===== src/rtl/noc_pkg.sv =====
// -----------------------------------------------------------------------------
// noc_pkg
//   Shared definitions for the mesh router input stage.
//   - Direction indices used for the one-hot out_req / out_grant vectors.
//   - Packet field offsets: [31:16] router address, [15:0] neuron address.
//   - Input-port FSM state encoding.
// -----------------------------------------------------------------------------
package noc_pkg;

  localparam int NUM_DIRS   = 5;
  localparam int DIR_LOCAL  = 0;
  localparam int DIR_NORTH  = 1;
  localparam int DIR_EAST   = 2;
  localparam int DIR_SOUTH  = 3;
  localparam int DIR_WEST   = 4;

  localparam int PACKET_WIDTH    = 32;
  localparam int ROUTER_ADDR_LSB = 16;
  localparam int NEURON_ADDR_MSB = 15;

  typedef enum logic [1:0] {
    ST_IDLE    = 2'd0,
    ST_ROUTE   = 2'd1,
    ST_REQUEST = 2'd2
  } port_state_e;

endpackage


===== src/rtl/sync_fifo.sv =====
// -----------------------------------------------------------------------------
// sync_fifo
//   Single-clock FIFO, depth 2**ADDR_WIDTH, show-ahead read (rd_data always
//   shows the oldest entry; pop advances to the next one).
// Ports:
//   clk, rst_n      clock, asynchronous active-low reset (empties the FIFO)
//   push, wr_data   write request and data; ignored while full
//   pop             read request; ignored while empty
//   rd_data         oldest entry (valid only while !empty)
//   full, empty     occupancy flags
//   count           current occupancy, 0..2**ADDR_WIDTH
// -----------------------------------------------------------------------------
module sync_fifo #(
  parameter int DATA_WIDTH = 32,
  parameter int ADDR_WIDTH = 2
) (
  input  logic                  clk,
  input  logic                  rst_n,
  input  logic                  push,
  input  logic [DATA_WIDTH-1:0] wr_data,
  input  logic                  pop,
  output logic [DATA_WIDTH-1:0] rd_data,
  output logic                  full,
  output logic                  empty,
  output logic [ADDR_WIDTH:0]   count
);

  localparam int DEPTH = 1 << ADDR_WIDTH;

  logic [DATA_WIDTH-1:0] mem [DEPTH];

  // One extra pointer bit: equal low bits with differing MSBs means the
  // write pointer has lapped the read pointer (full), identical means empty.
  logic [ADDR_WIDTH:0] wr_ptr;
  logic [ADDR_WIDTH:0] rd_ptr;
  logic                do_push;
  logic                do_pop;

  assign empty   = (wr_ptr == rd_ptr);
  assign full    = (wr_ptr[ADDR_WIDTH] != rd_ptr[ADDR_WIDTH]) &&
                   (wr_ptr[ADDR_WIDTH-1:0] == rd_ptr[ADDR_WIDTH-1:0]);
  assign count   = wr_ptr - rd_ptr;
  assign do_push = push && !full;
  assign do_pop  = pop && !empty;
  assign rd_data = mem[rd_ptr[ADDR_WIDTH-1:0]];

  always_ff @(posedge clk or negedge rst_n) begin
    if (!rst_n) begin
      wr_ptr <= '0;
      rd_ptr <= '0;
    end else begin
      if (do_push) wr_ptr <= wr_ptr + 1'b1;
      if (do_pop)  rd_ptr <= rd_ptr + 1'b1;
    end
  end

  // Storage needs no reset: entries are only read after being written.
  always_ff @(posedge clk) begin
    if (do_push) mem[wr_ptr[ADDR_WIDTH-1:0]] <= wr_data;
  end

endmodule


===== src/rtl/router_input_port.sv =====
// -----------------------------------------------------------------------------
// router_input_port
//   One input direction of the mesh router. Buffers incoming packets in a
//   FIFO, routes the head packet X-then-Y against this router's coordinates
//   and holds a one-hot request to the switch allocator until granted.
// Ports:
//   net_clk, net_rst_n   clock, asynchronous active-low reset
//   local_x, local_y     this router's coordinates (static after reset)
//   in_packet, in_valid, in_ready
//                        upstream handshake
//   out_packet, out_req  head packet and one-hot direction request
//                        (bit0 LOCAL, 1 NORTH, 2 EAST, 3 SOUTH, 4 WEST)
//   out_grant            allocator grant, one-hot or zero
//   pkt_count            packets forwarded since reset (wraps)
//   grant_err            sticky: a grant arrived that missed out_req
//   dbg_state            current FSM state (port_state_e encoding)
//
// Handshakes: upstream transfer happens on a rising edge where
//   in_valid && in_ready; in_packet must be stable while in_valid is high.
//   Downstream transfer happens on a rising edge where out_req is nonzero
//   and |(out_grant & out_req); out_req/out_packet hold until then.
// -----------------------------------------------------------------------------
module router_input_port
  import noc_pkg::*;
#(
  parameter int X_WIDTH        = 2,
  parameter int Y_WIDTH        = 2,
  parameter int BUF_ADDR_WIDTH = 2
) (
  input  logic                    net_clk,
  input  logic                    net_rst_n,
  input  logic [X_WIDTH-1:0]      local_x,
  input  logic [Y_WIDTH-1:0]      local_y,
  input  logic [PACKET_WIDTH-1:0] in_packet,
  input  logic                    in_valid,
  output logic                    in_ready,
  output logic [PACKET_WIDTH-1:0] out_packet,
  output logic [NUM_DIRS-1:0]     out_req,
  input  logic [NUM_DIRS-1:0]     out_grant,
  output logic [15:0]             pkt_count,
  output logic                    grant_err,
  output logic [1:0]              dbg_state
);

  localparam logic [BUF_ADDR_WIDTH:0] FULL_COUNT = {1'b1, {BUF_ADDR_WIDTH{1'b0}}};

  port_state_e               state;
  logic [PACKET_WIDTH-1:0]   head_reg;
  logic [NUM_DIRS-1:0]       route_reg;
  logic [NUM_DIRS-1:0]       route_next;

  logic                      fifo_push;
  logic                      fifo_pop;
  logic [PACKET_WIDTH-1:0]   fifo_rd_data;
  logic                      fifo_full;
  logic                      fifo_empty;
  logic [BUF_ADDR_WIDTH:0]   fifo_count;
  logic [BUF_ADDR_WIDTH:0]   next_count;
  logic                      grant_hit;

  logic [X_WIDTH-1:0]        dest_x;
  logic [Y_WIDTH-1:0]        dest_y;

  // ---------------------------------------------------------------------------
  // Buffer
  // ---------------------------------------------------------------------------
  sync_fifo #(
    .DATA_WIDTH (PACKET_WIDTH),
    .ADDR_WIDTH (BUF_ADDR_WIDTH)
  ) u_fifo (
    .clk     (net_clk),
    .rst_n   (net_rst_n),
    .push    (fifo_push),
    .wr_data (in_packet),
    .pop     (fifo_pop),
    .rd_data (fifo_rd_data),
    .full    (fifo_full),
    .empty   (fifo_empty),
    .count   (fifo_count)
  );

  assign fifo_push = in_valid && in_ready;
  assign grant_hit = (state == ST_REQUEST) && |(out_grant & route_reg);

  // Pop when idle with data waiting, or when the current head leaves and
  // another packet is queued behind it.
  assign fifo_pop  = !fifo_empty &&
                     ((state == ST_IDLE) || grant_hit);

  // Occupancy after this edge; in_ready is registered from it so that a
  // push which fills the FIFO drops in_ready on the very same edge. A pop
  // never frees space for a push in the same cycle (no bypass).
  assign next_count = fifo_count
                    + {{BUF_ADDR_WIDTH{1'b0}}, fifo_push}
                    - {{BUF_ADDR_WIDTH{1'b0}}, fifo_pop};

  // ---------------------------------------------------------------------------
  // Dimension-ordered route of the head packet: resolve X first, then Y.
  // Router-address bits above the X/Y fields are ignored.
  // ---------------------------------------------------------------------------
  assign dest_x = head_reg[ROUTER_ADDR_LSB +: X_WIDTH];
  assign dest_y = head_reg[ROUTER_ADDR_LSB + X_WIDTH +: Y_WIDTH];

  always_comb begin
    route_next = '0;
    if (dest_x > local_x) begin
      route_next[DIR_EAST] = 1'b1;
    end else if (dest_x < local_x) begin
      route_next[DIR_WEST] = 1'b1;
    end else if (dest_y > local_y) begin
      route_next[DIR_NORTH] = 1'b1;
    end else if (dest_y < local_y) begin
      route_next[DIR_SOUTH] = 1'b1;
    end else begin
      route_next[DIR_LOCAL] = 1'b1;
    end
  end

  // ---------------------------------------------------------------------------
  // Control FSM. route_reg is only nonzero in REQUEST, so it drives out_req
  // directly.
  // ---------------------------------------------------------------------------
  always_ff @(posedge net_clk or negedge net_rst_n) begin
    if (!net_rst_n) begin
      state      <= ST_IDLE;
      head_reg   <= '0;
      route_reg  <= '0;
      out_packet <= '0;
      pkt_count  <= '0;
      grant_err  <= 1'b0;
      in_ready   <= 1'b0;
    end else begin
      in_ready <= (next_count != FULL_COUNT);

      case (state)
        ST_IDLE: begin
          route_reg <= '0;
          if (!fifo_empty) begin
            head_reg <= fifo_rd_data;
            state    <= ST_ROUTE;
          end
        end

        ST_ROUTE: begin
          route_reg  <= route_next;
          out_packet <= head_reg;
          state      <= ST_REQUEST;
        end

        ST_REQUEST: begin
          if (grant_hit) begin
            pkt_count <= pkt_count + 16'd1;
            route_reg <= '0;
            if (!fifo_empty) begin
              head_reg <= fifo_rd_data;
              state    <= ST_ROUTE;
            end else begin
              state    <= ST_IDLE;
            end
          end else if (|out_grant) begin
            // Grant aimed at another direction: flag it, keep requesting.
            grant_err <= 1'b1;
          end
        end

        default: begin
          route_reg <= '0;
          state     <= ST_IDLE;
        end
      endcase
    end
  end

  assign out_req   = route_reg;
  assign dbg_state = state;

endmodule


===== config.mk =====
export PLATFORM = sky130hd
export DESIGN_NAME = router_input_port
export DESIGN_NICKNAME = d
export VERILOG_FILES = /design/src/rtl/noc_pkg.sv /design/src/rtl/sync_fifo.sv /design/src/rtl/router_input_port.sv
export SDC_FILE = /design/constraint.sdc
export NUM_CORES = 1
export LEC_CHECK = 0
export CORE_MARGIN = 2
export CORE_UTILIZATION = 62
export CTS_BUF_LIST = sky130_fd_sc_hd__clkbuf_8
export DETAILED_ROUTE_END_ITERATION = 7
export PLACE_DENSITY_LB_ADDON = 0.2
export SLEW_MARGIN = 20
export SYNTH_ARGS = -nofsm -noshare
export SYNTH_HDL_FRONTEND = slang
export SYNTH_SLANG_ARGS = --single-unit

===== constraint.sdc =====
create_clock -name net_clk -period 4.8 [get_ports net_clk]
set_input_delay 0.48 -clock net_clk [delete_from_list [all_inputs] [get_ports net_clk]]
set_output_delay 0.48 -clock net_clk [all_outputs]
set_load 0.02 [all_outputs]

==> impl_metrics.yaml <==
floorplanning:
  dieHeight_um: 123
  rows: 43
  design.core.area_um2: 13800
  ios: 101
  die_width_um: 123
  start_util_pct: 63.5
  dieArea_um2: 15100
yosys:
  yosys.area.top_type_share_pct: 43.8
  yosysWarnings: 0
  synth-edff-count: 128
  ys.flop_type: "edfxtp_1"
  avgSynthCellArea_um2: 19.2
  synth.area.top_cells: "edfxtp_1 44%, dfrtp_1 27%, mux4_2 8.2%"
  synth_nets: 516
  synth.yosys.seq_area_share_pct: 70.9
  synth-compound-area-share_pct: 1.58
  muxShareOfSynthArea_pct: 17.6
  synth_cells: 458
  ys_async_sr_fraction_pct: 42.6
  ys_types: 42
  syn-cell-area_um2: 8780
  ys_seq_elements: 223
  synth_xor_area_share_pct: 2.50
  synth_top_cell_by_area: "edfxtp_1"
  synth_top_family_by_area: "multiplexers"
  synth-simple-area-share_pct: 3.01
  synthAdderAreaFrac_pct: 2.17
timing:
  hold_viol_final: 0
  min_period_ns: 3.00
  fin_hold_ws_ns: 0.463
  timing.fmax_ghz: 0.333
  rsz0062_at_grt: "no"
  setup_viol: 0
  max_slew_margin_pct: 30.1
  worst_pin_slew_ns: 1.05
  drv_slew: 0
  fin_crit_sh_pct: 62.5
  tns_ns: 0
  skew_ns: 0.0252
placement:
  gp_congestion: 0.772
  dpl.hpwl_mm: 9.17
  io_buffers: 100
  placed_cell_area_um2: 9910
  dp_cells: 725
worst_setup_path:
  crit_slowest_cell: "a222oi_1"
  cp_data_arrival_time_ns: 3.38
  rr_worst_depth: 11
  path_max_fanout: 6
  startpoint_type: "input pin"
  path_class: "in2reg"
  setup.worst_path.end_class: "flip-flop"
  cp.required_ns: 5.18
  cp_slowest_stage_delay_ns: 0.51
  worstPathCellList: "clkdlybuf4s50_1 -> a222oi_1 -> and2_4 -> a211o_2 -> fa_1 -> inv_1 -> fa_1 -> inv_1 -> ha_1 -> xor2_1 -> xnor2_1 -> or3_1"
grt:
  grt_max_degree: 55
  grt_pass1_vias: 4912
  grt_pass1_wl_mm: 24.8
  grt_util_all_layers_pct: 21.9
  grt_antenna_before_repair: 0
  grt-ovfl-total: 0
final_layout:
  final_cell_mix: "128 x edfxtp_1, 99 x clkdlybuf4s50_1, 93 x dfrtp_1"
  n_antenna_cell: 0
  instances_no_fill: 790
  stdcell_area_um2: 10600
  layout_commonest_cell: "edfxtp_1"
  nets: 642
  drive_gt1_share_pct: 26.2
  largest_reg_flops: 128
  areaGrowthSynthToFinish_pct: 21.1
route:
  drt_first_pass_iters: 6
  via_per_inst: 5.67
  drt_iter0_drc: 297
  drc: 0
  num_vias: 4476
  finalWirelength_mm: 15.6
  wire_per_inst_um: 19.8
  ant_nets: 0
clock_network:
  cts_root_buf: "clkbuf_8"
  cts_made_buffers: 36
  cts_tree: "done"
  post_cts_buffers: 0
  cts_repair_resize_count: 0
  hold_buffers: 1
  clk_pin_slew_ns: 0.06
  ctsLongestPathBuffers: 3
  numClockSinks: 223
  htree_levels: 2
  worstSkewPairLatency_ns: 0.52
power:
  vdd_drop_max_uv: 456
  leakage_nw: 4.15
  power.density_nw_per_um2: 679
run_status:
  outcome: "finished, final reports clean"
worst_hold_path:
  hold_depth: 1
  hp-class: "reg2reg"
job:
  maxCapViolCount: 0
==> path summary, 6_finish.rpt <==
path,slack [ns],end,from
worst max-delay path,1.80,in_ready$_DFF_PN0_,out_grant[1]
worst min-delay path,0.46,grant_err$_DFFE_PN0P_,grant_err$_DFFE_PN0P_
worst max register to register,1.81,in_ready$_DFF_PN0_,u_fifo.wr_ptr[0]$_DFFE_PN0P_
worst min register to register,0.46,grant_err$_DFFE_PN0P_,grant_err$_DFFE_PN0P_
max in group asynchronous,3.13,u_fifo.rd_ptr[1]$_DFFE_PN0P_,net_rst_n
min in group asynchronous,0.52,head_reg[4]$_DFFE_PN0P_,net_rst_n
==> cell type report <==
type	instances	area, um^2
inverter	19	71.3
clock buffer	43	592
fill	772	3200
tap	180	225
clock inverter	21	115
timing repair buffer	105	1040
sequential	223	6220
multi-input combinational	199	2360
==> where the power goes <==
part	switching (mW)	internal, mW	total [mW]
combinational	1.26	1.44	2.70
clock	0.707	0.869	1.58
sequential	0.281	2.66	2.94
==> cells by family after synthesis <==
logic type	after synthesis
and+or+nand+nor	46
adders and majority gates	14
muxes	96
DFF	223
AOI/OAI and AO/OA	18
xor gates and xnor gates	25
buffers and inverters	36
==> worst max-delay path: cells and delay by family <==
family	cells	cell delay, ns
adders and majority gates	3	0.83
AOI/OAI and AO/OA	2	0.67
and+or+nand+nor	2	0.60
buffers and inverters	3	0.50
xor gates and xnor gates	2	0.28
==> per-layer routing <==
layer  vias to the layer above  part of all wire (%)  routed length, um  GRT usage [%]
met5                         -                     0                  0              0
met1                      2301                    41               6460           28.6
li1                       2010                     -                  -              -
met4                         0                   2.1                331           9.02
met3                        30                   5.6                882           4.66
met2                       135                    51               7930           36.3
==> cell usage after synthesis (all sizes together) (3+ instances only) <==
cell	number
edfxtp	128
dfrtp	95
mux2	64
mux4	32
inv	19
buf	13
xnor2	13
ha	12
xor2	12
nand2	9
and2	8
nor3	7
clkbuf	4
o21ai	4
a21oi	3
nand2b	3
nand3	3
nand4	3
==> per-stage QoR <==
step | total power [mW] | setup slack (ns) | utilization (%)
final | 7.22 | 1.80 | 76.9
after global placement | 5.58 | 1.39 | 71.7
after CTS | 7.30 | 1.80 | 76.9
after floorplan | 4.93 | 1.64 | -
after global routing | 7.61 | 1.63 | 76.9
after detailed placement | 5.71 | 1.28 | 71.7
No activity file was read; power rests on OpenSTA's default activity.
==> RTL change: new RTL, same settings <==
`Y_WIDTH`: 2 -> 4.
--- a/src/rtl/router_input_port.sv
+++ b/src/rtl/router_input_port.sv
@@ -24,7 +24,7 @@
   import noc_pkg::*;
 #(
   parameter int X_WIDTH        = 2,
-  parameter int Y_WIDTH        = 2,
+  parameter int Y_WIDTH        = 4,
   parameter int BUF_ADDR_WIDTH = 2
 ) (
   input  logic                    net_clk,
Interface: changed (resized local_y); port bits go from 101 to 103. The function was not compared with the original's and may differ.
==> RTL change against the original RTL <==
  * Cell area down 0.64%
  * Total power down 3.1%
  * Synthesized area down 1.4%
  * Wire length down 1.5%
  * Core utilization down 0.19 points
  * Worst setup slack better by 52 ps
  * Sequential cell count unchanged
  * Sequential power about the same
  * Critical endpoint unchanged
  * Largest cell class unchanged
  * Highest routed layer unchanged
==> RTL change: results (changes against the original RTL) <==
| Metric | Value |
|---|---|
| Status | `finished, final reports clean` |
| Fin nets | `650 (+1.2%)` |
| Largest net degree at the start of global routing | `64 (+16%)` |
| Net Count, Synth | `521 (+0.97%)` |
| Overall Global Routing Usage | `0.219 (-0.000245)` |
| Hpwl dp | `9.06 mm (-1.2%)` |
| Total CTS buffers | `36 (unchanged)` |
| Post-synth top cells | `edfxtp_1 (128), dfrtp_1 (95), mux2_2 (63)` |
| Slew margin rel. | `0.312 (+0.0106)` |
| Initial drt markers | `207 (-30%)` |
| Synth area leaders | `edfxtp_1 (44%), dfrtp_1 (27%), mux4_2 (8.3%)` |
| CP Max Fanout | `34 (+28)` |
| Placer Congestion | `0.744 (-3.7%)` |
| Critical path's slowest cell | `buf_4` |
| Met2 Wirelength | `7.90 mm (-0.45%)` |
| Total iterations of the first detailed-routing run | `4 (-2)` |
| Share of cells above drive strength 1 | `0.252 (-0.0107)` |
| Port bufs | `102 (+2.0%)` |
| Metal1 wirelength | `6.38 mm (-1.3%)` |
| DP Worst Slack | `1380 ps (+98.6 ps)` |
| Sequential element share of the synthesized area | `0.719 (+0.0103)` |
| Vias | `4494 (+0.40%)` |
| Yosys cell types | `38 (-9.5%)` |
| WP data arrival | `3330 ps (-50 ps)` |
| Hold WC Path Type | `input port to async pin` |
| WL met3 | `854 um (-3.2%)` |
| Peak VDD IR | `0.455 mV (-0.32%)` |
| Avg WL per Cell | `19.3 um (-2.2%)` |
| Skew final | `17.8 ps (-7.35 ps)` |
| Static Leak | `0.00406 uW (-2.1%)` |
| Root buffer cell | `clkbuf_8` |
| Placed cell count | `730 (+0.69%)` |
| Yosys warnings | `0 (unchanged)` |
| Number of global-route vias before repair | `4748 (-3.3%)` |
| Async SR Flop Fraction | `0.426 (unchanged)` |
| DRT Wirelength | `15.4 mm (-1.5%)` |
| Post-Syn Instances | `459 (+0.22%)` |
| Max stage delay on crit path | `550 ps (+40 ps)` |
| Clk Latency, worst-skew pair | `510 ps` |
| First-pass GRT wire length | `24.3 mm (-2.1%)` |
## RTL change: cell type report
| cell class | count | area, um2 |
|---|---|---|
| clock inverters | 23 | 121 |
| flip-flops and latches | 223 | 6220 |
| inverters | 16 | 60.1 |
| clock buffers | 43 | 592 |
| fillers | 827 | 3210 |
| multi-input cells | 205 | 2290 |
| well taps | 180 | 225 |
| repair buffers | 106 | 1050 |
## RTL change: routing by layer
metal / global-route usage / vias to the layer above
met5: 0 / -
met4: 0.0805 / 0
met3: 0.0529 / 22
met2: 0.372 / 132
met1: 0.276 / 2331
li1: - / 2009
## RTL change: stage by stage
step | utilization | hold WS (ps) | cell area (um2)
final | 0.767 | 42.3 | 10600
after global placement | 0.715 | 452 | 9850
after floorplan | - | 184 | 8650
after detailed placement | 0.715 | 456 | 9850
after global routing | 0.767 | 104 | 10600
after CTS | 0.767 | 62.0 | 10600
## RTL change: logic make-up (layout without fill, tap and decap cells)
kind of cell,after synthesis,count (layout),share of synthesized area
xor+xnor,24,24,0.0243
buf+inv,31,188,0.0171
flops,223,223,0.719
simple gates,53,53,0.0337
fa+ha+maj,16,16,0.0249
compound gates,16,16,0.0143
mux,96,96,0.167
## RTL change: report_power, final
| group | switching (uW) | total [uW] | internal [uW] |
|---|---|---|---|
| clock | 702 | 1570 | 867 |
| sequential | 273 | 2930 | 2660 |
| combinational | 1210 | 2490 | 1280 |
| total | 2190 | 6990 | 4810 |
## RTL change: worst paths after layout
kind,start,to,slack (ps),depth (start not counted)
max,u_fifo.rd_ptr[0]$_DFFE_PN0P_,in_ready$_DFF_PN0_,1850,10
min,net_rst_n,out_packet[24]$_DFFE_PN0P_,40,1
max reg2reg,u_fifo.rd_ptr[0]$_DFFE_PN0P_,in_ready$_DFF_PN0_,1850,10
min reg2reg,grant_err$_DFFE_PN0P_,grant_err$_DFFE_PN0P_,470,1
max in group asynchronous,net_rst_n,head_reg[10]$_DFFE_PN0P_,3770,2
min in group net_clk,grant_err$_DFFE_PN0P_,grant_err$_DFFE_PN0P_,470,1
## RTL change: worst reg2reg max path, stage by stage (launching register included)
cell     delay, ps
dfrtp_2        370
buf_4          550
inv_1          210
fa_1           420
inv_1           70
fa_1           400
inv_1           70
ha_1           160
xor2_1         180
xnor2_1         80
or3_1          310
